**config.mk**
```make
export PLATFORM = sky130hd
export DESIGN_NAME = apb_slave_mem
export DESIGN_NICKNAME = d
export VERILOG_FILES = /design/src/rtl/apb_slave_pkg.sv /design/src/rtl/apb_slave_regfile.sv /design/src/rtl/apb_slave_mem.sv
export SDC_FILE = /design/constraint.sdc
export NUM_CORES = 2
export LEC_CHECK = 0
export ABC_AREA = 1
export CORE_ASPECT_RATIO = 0.5
export CORE_MARGIN = 4
export CORE_UTILIZATION = 25
export CTS_BUF_LIST = sky130_fd_sc_hd__clkbuf_8
export CTS_CLUSTER_SIZE = 20
export DETAILED_ROUTE_END_ITERATION = 10
export HOLD_SLACK_MARGIN = 0.12
export PLACE_DENSITY = 0.49
export SYNTH_ARGS = -nofsm -noshare
export SYNTH_HDL_FRONTEND = slang
export SYNTH_SLANG_ARGS = --single-unit
```
**constraint.sdc**
```tcl
create_clock -name pclk -period 4.9 [get_ports pclk]
set_input_delay 0.49 -clock pclk [delete_from_list [all_inputs] [get_ports pclk]]
set_output_delay 0.49 -clock pclk [all_outputs]
set_load 0.03 [all_outputs]
```
**src/rtl/apb_slave_pkg.sv**
```systemverilog
// rtl/apb_slave_pkg.sv - shared types and constants for the APB slave memory
//
// Purpose: FSM state encoding, wait-counter width and byte-lane helper
//          used by apb_slave_mem and apb_slave_regfile.
// Ports:   none (package).

package apb_slave_pkg;

  typedef enum logic [1:0] {
    IDLE  = 2'b00,
    WAIT  = 2'b01,
    READY = 2'b10
  } apb_state_e;

  // Wide enough for WAIT_STATES up to 15.
  localparam int CNT_W = 4;

  function automatic int byte_lanes(input int width);
    return width / 8;
  endfunction

endpackage

```
**src/rtl/apb_slave_regfile.sv**
```systemverilog
// rtl/apb_slave_regfile.sv - DEPTH x WIDTH byte-enable register storage
//
// Purpose: word storage with asynchronous clear, one byte-strobed write
//          port and one combinational read port.
// Ports:
//   pclk, presetn   clock / async active-low clear of every word
//   we              write enable (caller guarantees waddr is in range)
//   waddr, wstrb    write word index and byte-lane strobes
//   wdata           write data
//   raddr, rdata    combinational read index and data

module apb_slave_regfile
  import apb_slave_pkg::*;
#(
  parameter int WIDTH = 32,
  parameter int DEPTH = 64,
  parameter int IDX_W = 6
) (
  input  logic                          pclk,
  input  logic                          presetn,
  input  logic                          we,
  input  logic [IDX_W-1:0]              waddr,
  input  logic [byte_lanes(WIDTH)-1:0]  wstrb,
  input  logic [WIDTH-1:0]              wdata,
  input  logic [IDX_W-1:0]              raddr,
  output logic [WIDTH-1:0]              rdata
);

  localparam int NB = byte_lanes(WIDTH);

  logic [WIDTH-1:0] mem [DEPTH];

  always_ff @(posedge pclk or negedge presetn) begin
    if (!presetn) begin
      for (int i = 0; i < DEPTH; i++) begin
        mem[i] <= '0;
      end
    end else if (we) begin
      for (int b = 0; b < NB; b++) begin
        if (wstrb[b]) begin
          mem[waddr][8*b +: 8] <= wdata[8*b +: 8];
        end
      end
    end
  end

  assign rdata = mem[raddr];

endmodule

```
**src/rtl/apb_slave_mem.sv**
```systemverilog
// rtl/apb_slave_mem.sv - APB slave with byte-strobed register memory
//
// Purpose: word-addressed memory behind an APB slave port with a fixed
//          number of wait states and an error response for addresses
//          at or beyond DEPTH.
// Ports:
//   pclk, presetn          clock / async active-low reset
//   Psel, Penable, Pwrite  APB control from the master
//   Pstrb, Paddr, Pwdata   byte strobes, word address, write data
//   Pready                 registered transfer-complete (one cycle)
//   Prdata                 registered read data, held between reads
//   Pslverr                registered error, only ever high with Pready

module apb_slave_mem
  import apb_slave_pkg::*;
#(
  parameter int ADD_WIDTH   = 8,
  parameter int WIDTH       = 32,
  parameter int DEPTH       = 64,
  parameter int WAIT_STATES = 0
) (
  input  logic                          pclk,
  input  logic                          presetn,
  input  logic                          Psel,
  input  logic                          Penable,
  input  logic                          Pwrite,
  input  logic [byte_lanes(WIDTH)-1:0]  Pstrb,
  input  logic [ADD_WIDTH-1:0]          Paddr,
  input  logic [WIDTH-1:0]              Pwdata,
  output logic                          Pready,
  output logic [WIDTH-1:0]              Prdata,
  output logic                          Pslverr
);

  localparam int IDX_W = (DEPTH > 1) ? $clog2(DEPTH) : 1;
  // One extra bit so DEPTH == 2**ADD_WIDTH is representable.
  localparam logic [ADD_WIDTH:0] DEPTH_L  = DEPTH[ADD_WIDTH:0];
  localparam logic [CNT_W-1:0]   WAIT_CNT = WAIT_STATES[CNT_W-1:0];

  apb_state_e        state_q, state_d;
  logic [CNT_W-1:0]  cnt_q, cnt_d;
  logic              pready_q;
  logic              pslverr_q;
  logic [WIDTH-1:0]  prdata_q;

  logic              setup;
  logic              err;
  logic              enter_ready;
  logic              commit;
  logic [IDX_W-1:0]  idx;
  logic [WIDTH-1:0]  rd_word;

  assign setup = Psel && !Penable;
  assign err   = ({1'b0, Paddr} >= DEPTH_L);
  assign idx   = Paddr[IDX_W-1:0];

  // Next-state and wait-counter logic.
  always_comb begin
    state_d = state_q;
    cnt_d   = cnt_q;
    case (state_q)
      IDLE: begin
        if (setup) begin
          cnt_d   = WAIT_CNT;
          state_d = (WAIT_STATES == 0) ? READY : WAIT;
        end
      end
      WAIT: begin
        if (!Psel) begin
          // Master abandoned the transfer; nothing is committed.
          state_d = IDLE;
          cnt_d   = '0;
        end else begin
          cnt_d = cnt_q - 1'b1;
          if (cnt_q == CNT_W'(1)) begin
            state_d = READY;
          end
        end
      end
      READY: begin
        state_d = IDLE;
      end
      default: begin
        state_d = IDLE;
        cnt_d   = '0;
      end
    endcase
  end

  assign enter_ready = (state_d == READY) && (state_q != READY);

  // Writes land on the edge that ends the READY cycle, so a setup that
  // follows immediately already sees the new contents.
  assign commit = (state_q == READY) && Psel && Penable && Pwrite && !err;

  always_ff @(posedge pclk or negedge presetn) begin
    if (!presetn) begin
      state_q   <= IDLE;
      cnt_q     <= '0;
      pready_q  <= 1'b0;
      pslverr_q <= 1'b0;
      prdata_q  <= '0;
    end else begin
      state_q  <= state_d;
      cnt_q    <= cnt_d;
      pready_q <= (state_d == READY);
      if (enter_ready) begin
        pslverr_q <= err;
        // Prdata only moves on reads; writes leave the last read value.
        if (!Pwrite) begin
          prdata_q <= err ? '0 : rd_word;
        end
      end else begin
        pslverr_q <= 1'b0;
      end
    end
  end

  apb_slave_regfile #(
    .WIDTH (WIDTH),
    .DEPTH (DEPTH),
    .IDX_W (IDX_W)
  ) u_regfile (
    .pclk    (pclk),
    .presetn (presetn),
    .we      (commit),
    .waddr   (idx),
    .wstrb   (Pstrb),
    .wdata   (Pwdata),
    .raddr   (idx),
    .rdata   (rd_word)
  );

  assign Pready  = pready_q;
  assign Pslverr = pslverr_q;
  assign Prdata  = prdata_q;

endmodule

```
; ---- After elaboration in Yosys (flattened, before gate mapping)
; Cells that the tools add are included.
[op_classes]
mux = 31
reduce_logical = 12
order_cmp = 3
n_addsub = 1
eq_ne = 6
n_bitwise = 3
[ops]
columns = op, count
row1 = 2048-bit 2-to-1 mux, 7
row2 = 2048-bit bitwise mux, 4
row3 = 32-bit demux with 6-bit select, 4
row4 = 32-bit binary-select mux with 6-bit select, 1
row5 = 32-bit 2-to-1 mux, 4
row6 = 24-bit 2-to-1 mux, 1
row7 = 16-bit 2-to-1 mux, 1
row8 = 4-bit case mux with 3 select lines, 1
row9 = 8-bit by 7-bit >= comparator with 1-bit output (second input constant), 1
row10 = 4-bit 2-to-1 mux, 2
row11 = 8-bit 2-to-1 mux, 1
row12 = 7-bit >= comparator (second input constant), 1
row13 = 1-bit logical AND, 7
row14 = 7-bit by 1-bit < comparator with 1-bit output (second input constant), 1
row15 = 6-bit inverter with 7-bit output, 1
row16 = 2-bit 2-to-1 mux, 3
row17 = 2-bit equality test (second input constant), 2
row18 = 4-bit by 1-bit equality test with 1-bit output (second input constant), 1
row19 = 2-bit != test (second input constant), 2
row20 = 2-bit case mux with 2 select lines, 1
row21 = 2-bit AND reduction, 2
row22 = 4-bit by 1-bit subtractor with 4-bit output (second input constant), 1
row23 = 2-bit by 1-bit equality test with 1-bit output (second input constant), 1
row24 = 1-bit logical NOT, 2
row25 = other kinds (3), 4
[totals]
reg_bits = 2088
output_inout_bits = 34
word_cells = 125

; ---- Longest topological paths before layout
[logic_depth]
word_depth = 16
depth_mapped = 13

; ---- By module
; Synthesis repeated with hierarchy kept, for this count alone.
[unflattened]
hier_cells = 11843
hier_area_um2 = 94602.0
[by_module_without_submodules]
columns = mod, instances, seq_area_each_um2, area_each_um2, cells_per_inst
row1 = apb_slave_regfile, 1, 51249.2, 92632.6, 11588
row2 = apb_slave_mem, 1, 1001.0, 1969.4, 255

; ---- Worst setup path before layout
; Ideal clock, no wire load.
[synth_timing]
kind = in2reg
startpoint = input port Psel
endpoint = register u_regfile.mem[1821] in the netlist's numbering
arrival_ps = 1860
stages = 9
setup_time_ps = 132
path_buffers = 2
slack_ps = 2908
cell_sequence = inv_1 nor3_2 nand4_4 nor2_4 buf_2 nand2_1 clkbuf_1 nand2_1 o21ai_1
[synth_via]
elab_chain_len = 4
[synth_rtl]
columns = element, line_no
row1 = "start, declared", apb_slave_mem.sv:24  ; input logic Psel,
row2 = 1-bit logical AND (4 in a row), apb_slave_mem.sv:94  ; assign commit = (state_q == READY) && Psel && Penable && Pwrite && !err;
row3 = "end signal, assigned by index", apb_slave_regfile.sv:41  ; mem[waddr][8*b +: 8] <= wdata[8*b +: 8];
row4 = "end, declared", apb_slave_regfile.sv:31  ; logic [WIDTH-1:0] mem [DEPTH];
; No other way between the ends.
; A chain may end at the register's enable or synchronous reset.

; ---- Final worst setup path
[layout_timing]
startpoint = input port Paddr[6]
endpoint = register u_regfile.mem[1348] in the netlist's numbering
[layout_via]
elab_chain_len = 3
[layout_rtl]
columns = element, line_no
row1 = "start, declared", apb_slave_mem.sv:28  ; input logic [ADD_WIDTH-1:0] Paddr,
row2 = 8-bit by 7-bit >= comparator with 1-bit output, apb_slave_mem.sv:54  ; assign err = ({1'b0, Paddr} >= DEPTH_L);
row3 = 1-bit logical NOT, apb_slave_mem.sv:94
row4 = 1-bit logical AND, apb_slave_mem.sv:94
; No other way between the ends.

==> flow_summary.toml <==
[drt]
drc_errors = 0
via_per_inst = 4.45
drt_pre_antenna_iters = 5
vias = 84269
met1_length_mm = 162
wl_met3_mm = 18.0
wire_per_inst_um = 18.2
antenna_left = 0
met2_length_mm = 153
drt-initial-drc-count = 7437
drt_wl_total_mm = 345
highest_layer = "met5"

[timing]
clock_skew_ns = 0.0308
setup_tns_ns = 0
slew_headroom_pct = 6.97
rsz0062_at_grt = "no"
fmax_mhz = 327
fin_crit_ns = 3.06
whs_ns = 0.272
slew_viol_final = 0
worst_pin_slew_ns = 1.40
setup_viol = 0
period_share_pct = 62.4
hold_violations = 0

[floorplan]
ios = 83
die_w_um = 906
dieArea_sq_um = 414000
start_util_pct = 25.2
coreArea_sq_um = 400000
num_rows = 164
fp.dieH_um = 457

[cells_and_area]
area_growth_pct = 13.3
drive_above_1_share_pct = 7.90
layout.nets = 13342

[yosys]
ys_warn_count = 0
netlist-cell-type-count = 28
synth_fa_ha_area_share_pct = 0.0248
syn-cell-area_sq_um = 101000
muxShareOfSynthArea_pct = 0
synth_xor_area_share_pct = 0
post_synth_inst_count = 13474
synth_compound_area_share_pct = 11.7
synth-simple-area-share_pct = 25.8
synth_top_family_by_area = "simple AND/OR/NAND/NOR gates"
ys_ff_latch = 2088
synth-seq-area-share_pct = 51.9
syn_area_per_cell_sq_um = 7.48
syn_nets = 13525

[power]
p_per_area_nw_per_um2 = 314
power.total_uw = 35900
vdd_drop_max_mv = 0.161
leakage_uw = 0.0543

[critical_path]
cp-start-kind = "input port"
cp_max_fo = 18
critPathRequiredTime_ns = 5.69
end_kind = "flip-flop"
cp.arrival_ns = 3.84
timing_worst_setup_path_type = "in2reg"

[run_status]
status = "complete, no violations"

[global_route]
first_global_vias = 80157
grt_usage_pct = 16.2
grt_max_degree = 171
grt_remaining_overflow = 0
antenna_found_initial = 8
grt_first_pass_wirelength_mm = 523

[clock_tree]
h-tree-depth = 5
clkLatencyLatePin_ns = 0.98
clockBufferDepth = 4
cts_made_buffers = 367
clkSinkCount = 2088
cts_tree = "built"
cts_setup_buffers = 0
clock-root-buffer = "clkbuf_8"
cts.clk_slew.worst_paths_ns = 0.06

[job]
maxCapViolations = 0

[hold_path]
hold_class = "in2reg"

[placement]
dp_hpwl_mm = 210
port_buffers = 82
gp_congestion = 0.814
layout by cell type (no fill, tap or decap), types with 8 or more instances in the layout:
cell type        count
nand3_1            960
nor3_4               8
nor2_4              55
clkbuf_8           459
nand2_2            112
buf_12              46
buf_4              156
inv_1             2006
or2_2              128
inv_2               28
nor2_1             140
clkinv_2            41
o21ai_1           1821
o21ai_0            484
o211ai_1            32
clkdlybuf4s50_1     80
dfrtp_1           2088
nand2_4              8
nor2_2              10
nand2_1           4853
cell families after synthesis:
| family | after synthesis |
|---|---|
| fa+ha+maj | 2 |
| compound gates | 2345 |
| buf+inv | 2760 |
| simple gates | 6279 |
| flops | 2088 |
where the power goes:
group          internal, uW  leakage [uW]  switching [uW]
clock                  8410       0.00415            7510
sequential            17300        0.0292            39.8
combinational           565        0.0209            2050
path summary, 6_finish.rpt:
check | start | endpoint | slack, ns | cells past startpoint
worst min register to register | u_regfile.mem[687]$_DFFE_PN0P_ | u_regfile.mem[687]$_DFFE_PN0P_ | 0.48 | 2
worst min-delay path | Psel | state_q[0]$_DFF_PN0_ | 0.27 | 5
max in group asynchronous | presetn | u_regfile.mem[277]$_DFFE_PN0P_ | 2.54 | 5
worst max register to register | state_q[0]$_DFF_PN0_ | u_regfile.mem[1348]$_DFFE_PN0P_ | 1.94 | 6
min in group asynchronous | presetn | u_regfile.mem[938]$_DFFE_PN0P_ | 0.70 | 3
worst max-delay path | Paddr[6] | u_regfile.mem[1348]$_DFFE_PN0P_ | 1.84 | 8
critical path, cell delays in order:
cell and delay, ns:
dlygate4sd3_1 0.54, clkdlybuf4s50_1 0.42, nor2_1 0.26, nand4_4 0.26, nor2_4 0.79, nand2_1 0.72, nand2_1 0.19, o21ai_1 0.08
stage by stage:
stage	utilization (%)	instance area, sq um	setup WS [ns]	std cells
after floorplan	-	101000	2.91	13474
after global placement	26.7	107000	1.03	18312
after detailed placement	26.7	107000	1.01	18312
after CTS	28.5	114000	1.86	18946
after global routing	28.5	114000	1.72	18948
final	28.5	114000	1.84	18951
repair_timing:
item                                   4_1_cts  5_1_grt
resized for setup                            0        0
endpoints found under the hold margin      505        0
hold buffers                                 5        0
state kept, by name (all words and copies together) (netlist names):
name           flops
Pslverr            1
state_q            2
Prdata            32
Pready             1
cnt_q              4
u_regfile.mem   2048
layer usage:
| layer | GRT usage (%) | vias up |
|---|---|---|
| li1 | - | 41277 |
| met1 | 22.8 | 40553 |
| met2 | 25.7 | 1922 |
| met3 | 2.39 | 513 |
| met4 | 5.36 | 4 |
| met5 | 0 | - |
area by class of cell:
cell class / count / area, sq um
clock inverters: 170 / 734
multi-input cells: 8626 / 37900
fillers: 43693 / 286000
inverters: 1920 / 7250
diodes: 5 / 12.5
well taps: 5395 / 6750
clock buffers: 459 / 6320
repair buffers: 288 / 2980
flip-flops and latches: 2088 / 52300
Yosys cell counts:
cell / n / area [sq um]
nand3_1: 960 / 4800
clkinv_1: 32 / 120
nor2_2: 13 / 81.3
nand2_2: 110 / 688
or2_2: 128 / 801
buf_4: 13 / 97.6
clkbuf_1: 606 / 2270
inv_1: 1872 / 7030
nor2_1: 141 / 529
nand4_4: 1 / 21.3
o211ai_1: 32 / 240
o22ai_1: 3 / 18.8
dfrtp_1: 2088 / 52300
o21ai_0: 484 / 2420
nand2_4: 8 / 90.1
ha_1: 2 / 25.0
buf_1: 32 / 120
inv_4: 4 / 25.0
nand4_1: 2 / 12.5
o21ai_1: 1821 / 9110
nor3_4: 7 / 114
o31ai_1: 2 / 15.0
nand2_1: 4855 / 18200
nor3_2: 3 / 30.0
nor2_4: 51 / 574
buf_2: 189 / 946
a21oi_1: 3 / 15.0
inv_2: 12 / 45.0
(Power assumes the default switching activity.)
